`config.mk`:
```
export PLATFORM = sky130hd
export DESIGN_NAME = soc_mem_arbiter_flat
export DESIGN_NICKNAME = d
export VERILOG_FILES = /design/src/rtl/soc_mem_arbiter_if.sv /design/src/rtl/soc_mem_arbiter.sv /design/src/flat_wrapper.sv
export SDC_FILE = /design/constraint.sdc
export NUM_CORES = 1
export LEC_CHECK = 0
export CAP_MARGIN = 20
export CORE_AREA = 5 5 86 88
export CTS_BUF_LIST = sky130_fd_sc_hd__clkbuf_4 sky130_fd_sc_hd__clkbuf_8 sky130_fd_sc_hd__clkbuf_16
export CTS_CLUSTER_DIAMETER = 40
export DETAILED_ROUTE_END_ITERATION = 10
export DIE_AREA = 0 0 91 93
export GPL_TIMING_DRIVEN = 0
export PLACE_DENSITY = 0.88
export SLEW_MARGIN = 10
export SYNTH_ARGS = -nofsm -noshare
export SYNTH_HDL_FRONTEND = slang
export SYNTH_SLANG_ARGS = --single-unit
export TNS_END_PERCENT = 100
```
`constraint.sdc`:
```
create_clock -name clk -period 2.98 [get_ports clk]
set_input_delay 0.596 -clock clk [delete_from_list [all_inputs] [get_ports clk]]
set_output_delay 0.596 -clock clk [all_outputs]
set_load 0.02 [all_outputs]
```
`src/rtl/soc_mem_arbiter_if.sv`:
```
// Bundle of the three requester ports, the shared read response and the RAM port.
// The arbiter uses the slave view; the core/loader/RAM side uses the master view.
interface soc_mem_arbiter_if #(
    parameter int AW = 12
);
    logic          if_req;
    logic [AW-1:0] if_addr;
    logic          if_gnt;
    logic          if_rvalid;

    logic          ls_req;
    logic          ls_we;
    logic [3:0]    ls_be;
    logic [AW-1:0] ls_addr;
    logic [31:0]   ls_wdata;
    logic          ls_gnt;
    logic          ls_rvalid;

    logic          dbg_req;
    logic          dbg_lock;
    logic          dbg_we;
    logic [AW-1:0] dbg_addr;
    logic [31:0]   dbg_wdata;
    logic          dbg_gnt;
    logic          dbg_rvalid;

    logic [31:0]   rsp_rdata;
    logic          core_hold;

    logic          mem_en;
    logic          mem_we;
    logic [3:0]    mem_be;
    logic [AW-1:0] mem_addr;
    logic [31:0]   mem_wdata;
    logic [31:0]   mem_rdata;

    modport slave (
        input  if_req, if_addr,
        input  ls_req, ls_we, ls_be, ls_addr, ls_wdata,
        input  dbg_req, dbg_lock, dbg_we, dbg_addr, dbg_wdata,
        input  mem_rdata,
        output if_gnt, if_rvalid, ls_gnt, ls_rvalid, dbg_gnt, dbg_rvalid,
        output rsp_rdata, core_hold,
        output mem_en, mem_we, mem_be, mem_addr, mem_wdata
    );

    modport master (
        output if_req, if_addr,
        output ls_req, ls_we, ls_be, ls_addr, ls_wdata,
        output dbg_req, dbg_lock, dbg_we, dbg_addr, dbg_wdata,
        output mem_rdata,
        input  if_gnt, if_rvalid, ls_gnt, ls_rvalid, dbg_gnt, dbg_rvalid,
        input  rsp_rdata, core_hold,
        input  mem_en, mem_we, mem_be, mem_addr, mem_wdata
    );
endinterface

```
`src/rtl/soc_mem_arbiter.sv`:
```
// Per-cycle arbiter sharing one single-port RAM between fetch, load/store and debug,
// with a fetch-starvation guard and a debug bus lock for burst loads.
module soc_mem_arbiter #(
    parameter int AW       = 12,
    parameter int MAX_WAIT = 3,
    parameter int CW       = 2
) (
    input  logic              clk,
    input  logic              rst,
    soc_mem_arbiter_if.slave  bus
);
    localparam logic [CW-1:0] MAX_WAIT_C = CW'(MAX_WAIT);

    logic [CW-1:0] r_starv_cnt;
    logic          r_lock;
    logic          r_if_rvalid_p1;
    logic          r_ls_rvalid_p1;
    logic          r_dbg_rvalid_p1;

    logic          w_if_force;
    logic          w_if_gnt;
    logic          w_ls_gnt;
    logic          w_dbg_gnt;
    logic          w_mem_we;
    logic [3:0]    w_mem_be;
    logic [AW-1:0] w_mem_addr;
    logic [31:0]   w_mem_wdata;

    function automatic logic [CW-1:0] sat_inc(input logic [CW-1:0] v);
        return (v == {CW{1'b1}}) ? v : v + 1'b1;
    endfunction

    assign w_if_force = bus.if_req && (r_starv_cnt == MAX_WAIT_C);

    // DBG > LS > IF, except a starved IF overtakes LS; the lock shuts out the core entirely
    always_comb begin
        w_dbg_gnt = ~rst & bus.dbg_req;
        w_ls_gnt  = ~rst & ~r_lock & ~bus.dbg_req & bus.ls_req & ~w_if_force;
        w_if_gnt  = ~rst & ~r_lock & ~bus.dbg_req & bus.if_req & ~w_ls_gnt;
    end

    always_comb begin
        w_mem_we    = 1'b0;
        w_mem_be    = 4'h0;
        w_mem_addr  = '0;
        w_mem_wdata = '0;
        if (w_dbg_gnt) begin
            w_mem_we    = bus.dbg_we;
            w_mem_be    = 4'hF;
            w_mem_addr  = bus.dbg_addr;
            w_mem_wdata = bus.dbg_wdata;
        end else if (w_ls_gnt) begin
            w_mem_we    = bus.ls_we;
            w_mem_be    = bus.ls_be;
            w_mem_addr  = bus.ls_addr;
            w_mem_wdata = bus.ls_wdata;
        end else if (w_if_gnt) begin
            w_mem_be    = 4'hF;
            w_mem_addr  = bus.if_addr;
        end
    end

    assign bus.if_gnt    = w_if_gnt;
    assign bus.ls_gnt    = w_ls_gnt;
    assign bus.dbg_gnt   = w_dbg_gnt;
    assign bus.mem_en    = w_if_gnt | w_ls_gnt | w_dbg_gnt;
    assign bus.mem_we    = w_mem_we;
    assign bus.mem_be    = w_mem_be;
    assign bus.mem_addr  = w_mem_addr;
    assign bus.mem_wdata = w_mem_wdata;
    assign bus.rsp_rdata = bus.mem_rdata;
    assign bus.core_hold = r_lock | (bus.if_req & ~w_if_gnt) | (bus.ls_req & ~w_ls_gnt);

    // Masked by rst so a read granted just before reset never reports completion
    assign bus.if_rvalid  = r_if_rvalid_p1  & ~rst;
    assign bus.ls_rvalid  = r_ls_rvalid_p1  & ~rst;
    assign bus.dbg_rvalid = r_dbg_rvalid_p1 & ~rst;

    // Stage boundary: grant cycle -> response cycle
    always_ff @(posedge clk) begin
        if (rst) begin
            r_starv_cnt     <= '0;
            r_lock          <= 1'b0;
            r_if_rvalid_p1  <= 1'b0;
            r_ls_rvalid_p1  <= 1'b0;
            r_dbg_rvalid_p1 <= 1'b0;
        end else begin
            if (!bus.if_req || w_if_gnt)
                r_starv_cnt <= '0;
            else
                r_starv_cnt <= sat_inc(r_starv_cnt);

            if (!bus.dbg_lock)
                r_lock <= 1'b0;
            else if (w_dbg_gnt)
                r_lock <= 1'b1;

            r_if_rvalid_p1  <= w_if_gnt;
            r_ls_rvalid_p1  <= w_ls_gnt & ~bus.ls_we;
            r_dbg_rvalid_p1 <= w_dbg_gnt & ~bus.dbg_we;
        end
    end
endmodule

```
`src/flat_wrapper.sv`:
```
// flat-port wrapper written by rule: the top's interface ports become plain ports
module soc_mem_arbiter_flat 
#(
    parameter int AW       = 12,
    parameter int MAX_WAIT = 3,
    parameter int CW       = 2
)
  (clk, rst, bus_if_req, bus_if_addr, bus_ls_req, bus_ls_we, bus_ls_be, bus_ls_addr, bus_ls_wdata, bus_dbg_req, bus_dbg_lock, bus_dbg_we, bus_dbg_addr, bus_dbg_wdata, bus_mem_rdata, bus_if_gnt, bus_if_rvalid, bus_ls_gnt, bus_ls_rvalid, bus_dbg_gnt, bus_dbg_rvalid, bus_rsp_rdata, bus_core_hold, bus_mem_en, bus_mem_we, bus_mem_be, bus_mem_addr, bus_mem_wdata);
  soc_mem_arbiter_if #(.AW(AW)) bus_i ();
  input  logic clk;
  input  logic rst;
  input wire logic [$bits(bus_i.if_req)-1:0] bus_if_req;
  input wire logic [$bits(bus_i.if_addr)-1:0] bus_if_addr;
  input wire logic [$bits(bus_i.ls_req)-1:0] bus_ls_req;
  input wire logic [$bits(bus_i.ls_we)-1:0] bus_ls_we;
  input wire logic [$bits(bus_i.ls_be)-1:0] bus_ls_be;
  input wire logic [$bits(bus_i.ls_addr)-1:0] bus_ls_addr;
  input wire logic [$bits(bus_i.ls_wdata)-1:0] bus_ls_wdata;
  input wire logic [$bits(bus_i.dbg_req)-1:0] bus_dbg_req;
  input wire logic [$bits(bus_i.dbg_lock)-1:0] bus_dbg_lock;
  input wire logic [$bits(bus_i.dbg_we)-1:0] bus_dbg_we;
  input wire logic [$bits(bus_i.dbg_addr)-1:0] bus_dbg_addr;
  input wire logic [$bits(bus_i.dbg_wdata)-1:0] bus_dbg_wdata;
  input wire logic [$bits(bus_i.mem_rdata)-1:0] bus_mem_rdata;
  output wire logic [$bits(bus_i.if_gnt)-1:0] bus_if_gnt;
  output wire logic [$bits(bus_i.if_rvalid)-1:0] bus_if_rvalid;
  output wire logic [$bits(bus_i.ls_gnt)-1:0] bus_ls_gnt;
  output wire logic [$bits(bus_i.ls_rvalid)-1:0] bus_ls_rvalid;
  output wire logic [$bits(bus_i.dbg_gnt)-1:0] bus_dbg_gnt;
  output wire logic [$bits(bus_i.dbg_rvalid)-1:0] bus_dbg_rvalid;
  output wire logic [$bits(bus_i.rsp_rdata)-1:0] bus_rsp_rdata;
  output wire logic [$bits(bus_i.core_hold)-1:0] bus_core_hold;
  output wire logic [$bits(bus_i.mem_en)-1:0] bus_mem_en;
  output wire logic [$bits(bus_i.mem_we)-1:0] bus_mem_we;
  output wire logic [$bits(bus_i.mem_be)-1:0] bus_mem_be;
  output wire logic [$bits(bus_i.mem_addr)-1:0] bus_mem_addr;
  output wire logic [$bits(bus_i.mem_wdata)-1:0] bus_mem_wdata;
  assign bus_i.if_req = bus_if_req;
  assign bus_i.if_addr = bus_if_addr;
  assign bus_i.ls_req = bus_ls_req;
  assign bus_i.ls_we = bus_ls_we;
  assign bus_i.ls_be = bus_ls_be;
  assign bus_i.ls_addr = bus_ls_addr;
  assign bus_i.ls_wdata = bus_ls_wdata;
  assign bus_i.dbg_req = bus_dbg_req;
  assign bus_i.dbg_lock = bus_dbg_lock;
  assign bus_i.dbg_we = bus_dbg_we;
  assign bus_i.dbg_addr = bus_dbg_addr;
  assign bus_i.dbg_wdata = bus_dbg_wdata;
  assign bus_i.mem_rdata = bus_mem_rdata;
  assign bus_if_gnt = bus_i.if_gnt;
  assign bus_if_rvalid = bus_i.if_rvalid;
  assign bus_ls_gnt = bus_i.ls_gnt;
  assign bus_ls_rvalid = bus_i.ls_rvalid;
  assign bus_dbg_gnt = bus_i.dbg_gnt;
  assign bus_dbg_rvalid = bus_i.dbg_rvalid;
  assign bus_rsp_rdata = bus_i.rsp_rdata;
  assign bus_core_hold = bus_i.core_hold;
  assign bus_mem_en = bus_i.mem_en;
  assign bus_mem_we = bus_i.mem_we;
  assign bus_mem_be = bus_i.mem_be;
  assign bus_mem_addr = bus_i.mem_addr;
  assign bus_mem_wdata = bus_i.mem_wdata;
  soc_mem_arbiter #(.AW(AW), .MAX_WAIT(MAX_WAIT), .CW(CW)) u_core (.clk(clk), .rst(rst), .bus(bus_i));
endmodule
```
-- Word level (Yosys, flattened, before mapping)
Cells that the tools add are included.
- flip-flop bits (word level): 6
- input bits: 144
- output and inout bits: 89
- logic and storage cells: 49
- $add $sub $neg: 1
- eq/ne operators: 1
- multiplexer cells: 10
- bitwise gates (word level): 27
- reduce and logical (&&, ||, !) cells: 5
- operator list (kind ; number):
    $mux 32 ; 2
    $mux 12 ; 3
    $and 1x1->1 ; 14
    $mux 4 ; 3
    $not 1->1 ; 9
    $or 1x1->1 ; 4
    $reduce_or 2->1 ; 2
    $add 2x1->2 const B ; 1
    $eq 2x2->1 const B ; 1
    $mux 1 ; 2
    $logic_and 1x1->1 ; 1
    $logic_not 1->1 ; 1
    $logic_or 1x1->1 ; 1

-- Longest topological paths before layout
- depth in word-level cells: 11
- depth in mapped cells: 5
- gate-level depth less buffers: 4

-- Worst setup path after synthesis
Ideal clock, no wire load.
- path kind: input-to-output
- from: input port bus_dbg_req
- to: output port bus_mem_wdata[27]
- data arrival time: 1.807 ns
- required time: 2.384 ns
- setup slack: 0.577 ns
- cell stages on the path: 4
- path buffers: 1
- cell sequence: or2_4 -> a2111oi_4 -> buf_6 -> a22o_1
- longest elaborated chain between the ends: 6
- elaborated cells on any way between the ends: 7
- those cells by class: 2 x mux; 5 x bitwise
- ends and longest elaborated chain (what ; RTL line ; RTL):
    start, declared ; flat_wrapper.sv:19 ; input wire logic [$bits(bus_i.dbg_req)-1:0] bus_dbg_req;
    $not 1->1 ; soc_mem_arbiter.sv:38 ; w_ls_gnt = ~rst & ~r_lock & ~bus.dbg_req & bus.ls_req & ~w_if_force;
    $and 1x1->1 (3 in a row) ; soc_mem_arbiter.sv:38 ;
    via bus_ls_gnt ; flat_wrapper.sv:27 ; output wire logic [$bits(bus_i.ls_gnt)-1:0] bus_ls_gnt;
    $mux 32 ; soc_mem_arbiter.sv:52 ; end else if (w_ls_gnt) begin
    $mux 32 ; soc_mem_arbiter.sv:47 ; if (w_dbg_gnt) begin
    end, declared ; flat_wrapper.sv:37 ; output wire logic [$bits(bus_i.mem_wdata)-1:0] bus_mem_wdata;
The timed path passes the listed nets, and every way through them passes these cells.

-- Final worst setup path
- from: input port bus_if_req
- to: output port bus_mem_addr[4]
- longest elaborated chain between the ends: 8
- elaborated cells on any way between the ends: 9
- those cells by class: 3 x mux; 5 x bitwise; 1 x reduce/logical
- ends and longest elaborated chain (what ; RTL line ; RTL):
    start, declared ; flat_wrapper.sv:12 ; input wire logic [$bits(bus_i.if_req)-1:0] bus_if_req;
    $logic_and 1x1->1 ; soc_mem_arbiter.sv:33 ; assign w_if_force = bus.if_req && (r_starv_cnt == MAX_WAIT_C);
    $not 1->1 ; soc_mem_arbiter.sv:38 ;
    $and 1x1->1 ; soc_mem_arbiter.sv:38 ;
    $not 1->1 ; soc_mem_arbiter.sv:39 ; w_if_gnt = ~rst & ~r_lock & ~bus.dbg_req & bus.if_req & ~w_ls_gnt;
    $and 1x1->1 ; soc_mem_arbiter.sv:39 ;
    $mux 12 ; soc_mem_arbiter.sv:57 ; end else if (w_if_gnt) begin
    $mux 12 * ; soc_mem_arbiter.sv:52 ;
    $mux 12 * ; soc_mem_arbiter.sv:47 ;
    end, declared ; flat_wrapper.sv:36 ; output wire logic [$bits(bus_i.mem_addr)-1:0] bus_mem_addr;
Every way passes the cells marked *; elsewhere a longest branch is shown, timed or not.

==> run metrics <==
IO Count=~230; final net count=between 400 and 500; Reg-to-Reg Start=u_core.r_starv_cnt[0]$_SDFFE_PP0P_; vias per inst=approximately 4.5; share of the synthesized area in the top cell type=0.242; RSZ-0062 raised after global routing=no; Yosys reg bits=6; Die Wd=between 90 and 100 µm; Pwr Density=214 nW/µm²; Die Span Y=between 90 and 100 µm; Setup crit start kind=input pin; WP data required=2.38 ns; register clock-pin slew on the reported worst setup and hold paths=0.04 ns; GRT overflow=0; WL/cell=~17 µm; drt drc=0; starting density of the core=0.182; critical path arrival=~2.3 ns; hold_buf cts=0; Syn Nets=284; Critical R2R Capture=u_core.r_starv_cnt[1]$_SDFFE_PP0P_; CTS Buf Count=3; CTS tree=done; relative slew slack=0.787; antenna violations before repair=0; Pleak=between 1 and 1.5 nW; Fillers=634; period utilization=0.968; clock skew=0.00643 ns; Hold Crit Depth=2; Skew-Pair Late Insertion Delay=0.23 ns; total number of vias=1900; H-Tree Level Count=1; Pins Over Slew Limit=0; r2r worst-path depth=5; commonest non-fill, non-tap cell in the layout=clkdlybuf4s50_1; Antenna Violating Nets Remaining=0; global-route wire length before repair=roughly 10000 µm; DPL Wire Length=6250 µm; fraction of registers with async set/reset=0; largest area contributor in the netlist=a22o_1; top post-synthesis cells by area=a22o_1 24%, buf_4 20%, a221o_2 10%; sequential area share after synthesis=0.101; largest net degree at the start of global routing=11; Global Route Usage Sum=0.149; IO buf count=200; final hold violations=0; core area=6570 µm²; Synth Flop Type=dfxtp_1; clk buf depth=2; most frequent cells in the layout=145 x clkdlybuf4s50_1, 41 x buf_4, 33 x a22o_1; vias in the first global route=2082; number of max-cap violations=0; Worst VDD drop=0.176 mV; First-pass DRT Iterations=4; highest clock rate=347 MHz; Post-synth EDFFs=0; setup violators final=0; Worst Hold Class=reg2reg; Gate Count Post-Synth=139; outcome=finished, final reports clean; Die Footprint=8460 µm²; ANT cells=0; Clock Sinks=6; R2R Setup Slk=roughly 1.4 ns; final total power=0.694 mW; Final Worst Setup Slack=0.0940 ns; Yosys warning count=0; Post-Synthesis Cell Area=1190 µm²; Syn Area/Cell=8.58 µm²; final WL=7050 µm; beginning of the worst hold path=u_core.r_starv_cnt[0]$_SDFFE_PP0P_; crit-path max FO=10; Site Rows=30; Worst Tran Pin Value=0.319 ns; CP Class=in2out; post-synthesis cell type count=27; RePlAce Congestion=0.689; Layout area overhead=172%; initial drt markers=32; layout cell share with drive strength beyond 1=0.327; DP Worst Slack=-0.731 ns; hold endpoint=u_core.r_starv_cnt[0]$_SDFFE_PP0P_; CP endpoint kind=output pin; fin crit period=between 2 and 3 ns; Root Buffer=clkbuf_8
cell families after synthesis:
group,synth area share
compound gates,0.438
buf+inv,0.291
mux,0.00839
flops,0.101
fa+ha+maj,0.0105
simple gates,0.145
xor+xnor,0.00735
flip-flops by register name, summed over array words and instances, names as in the netlist:
name / flops
u_core.r_dbg_rvalid_p1: 1
u_core.r_if_rvalid_p1: 1
u_core.r_lock: 1
u_core.r_ls_rvalid_p1: 1
u_core.r_starv_cnt: 2
worst max-delay path, stage by stage:
cell and delay, ns:
clkdlybuf4s50_1 0.61, inv_1 0.16, nor4_4 0.26, buf_4 0.24, a221o_2 0.17, clkdlybuf4s15_2 0.25
power by group:
part | leakage, nW | switching, mW | internal [mW]
clock | 0.0216 | 0.0361 | 0.0869
combinational | 1.38 | 0.196 | 0.288
sequential | 0.0491 | 0.00277 | 0.0841
total | 1.45 | 0.235 | 0.459
final cells by class:
type                       instances  area (µm²)  area share
timing repair buffer             204        1890       0.584
multi-input combinational         84         726       0.224
buffer                            44         344       0.106
inverter                           5        18.8     0.00579
tap                               80         100      0.0309
sequential                         6         120      0.0371
clock buffer                       3        41.3      0.0127
layer usage:
layer	GRT usage	share of wire	vias to the layer above
met5	0	0	-
met4	0.0183	0.0027	0
met3	0.0378	0.11	2
met2	0.305	0.55	132
met1	0.152	0.34	850
li1	-	-	916
what timing repair did:
action	CTS	global route
cloned	0	0
endpoints found under the setup margin	52	43
setup buffers	4	0
gates resized for setup	184	19
pin swaps	3	2
synth_stat cells (2+ instances only):
cell       number
a22o_1         33
buf_4          32
a221o_2        11
and2_1          9
dfxtp_1         6
buf_6           5
inv_1           5
buf_2           4
nor2b_1         4
o2bb2ai_1       4
and2_0          3
clkbuf_1        3
nor4_1          3
a21oi_1         2
and2b_1         2
o21ai_0         2
stage by stage:
stage	utilization	TNS [ns]	instances	hold WS (ns)	area (µm²)
finish	0.494	0	426	0.583	3240
global route	0.494	0	426	0.613	3240
CTS	0.500	0	426	0.579	3290
detailed placement	0.502	-33.58	419	0.546	3290
global placement	0.502	-32.95	419	0.520	3290
floorplan	-	0	139	0.510	1190
worst max path at each step:
stage,start,to,depth (start not counted)
6_report,bus_if_req,bus_mem_addr[4],6
5_1_grt,bus_if_req,bus_mem_addr[4],6
4_1_cts,bus_dbg_req,bus_mem_addr[4],7
3_5_place_dp,bus_dbg_req,bus_mem_wdata[18],7
3_3_place_gp,bus_dbg_req,bus_mem_wdata[21],7
2_1_floorplan,bus_dbg_req,bus_mem_wdata[27],4
No activity file was read; power rests on OpenSTA's default activity.
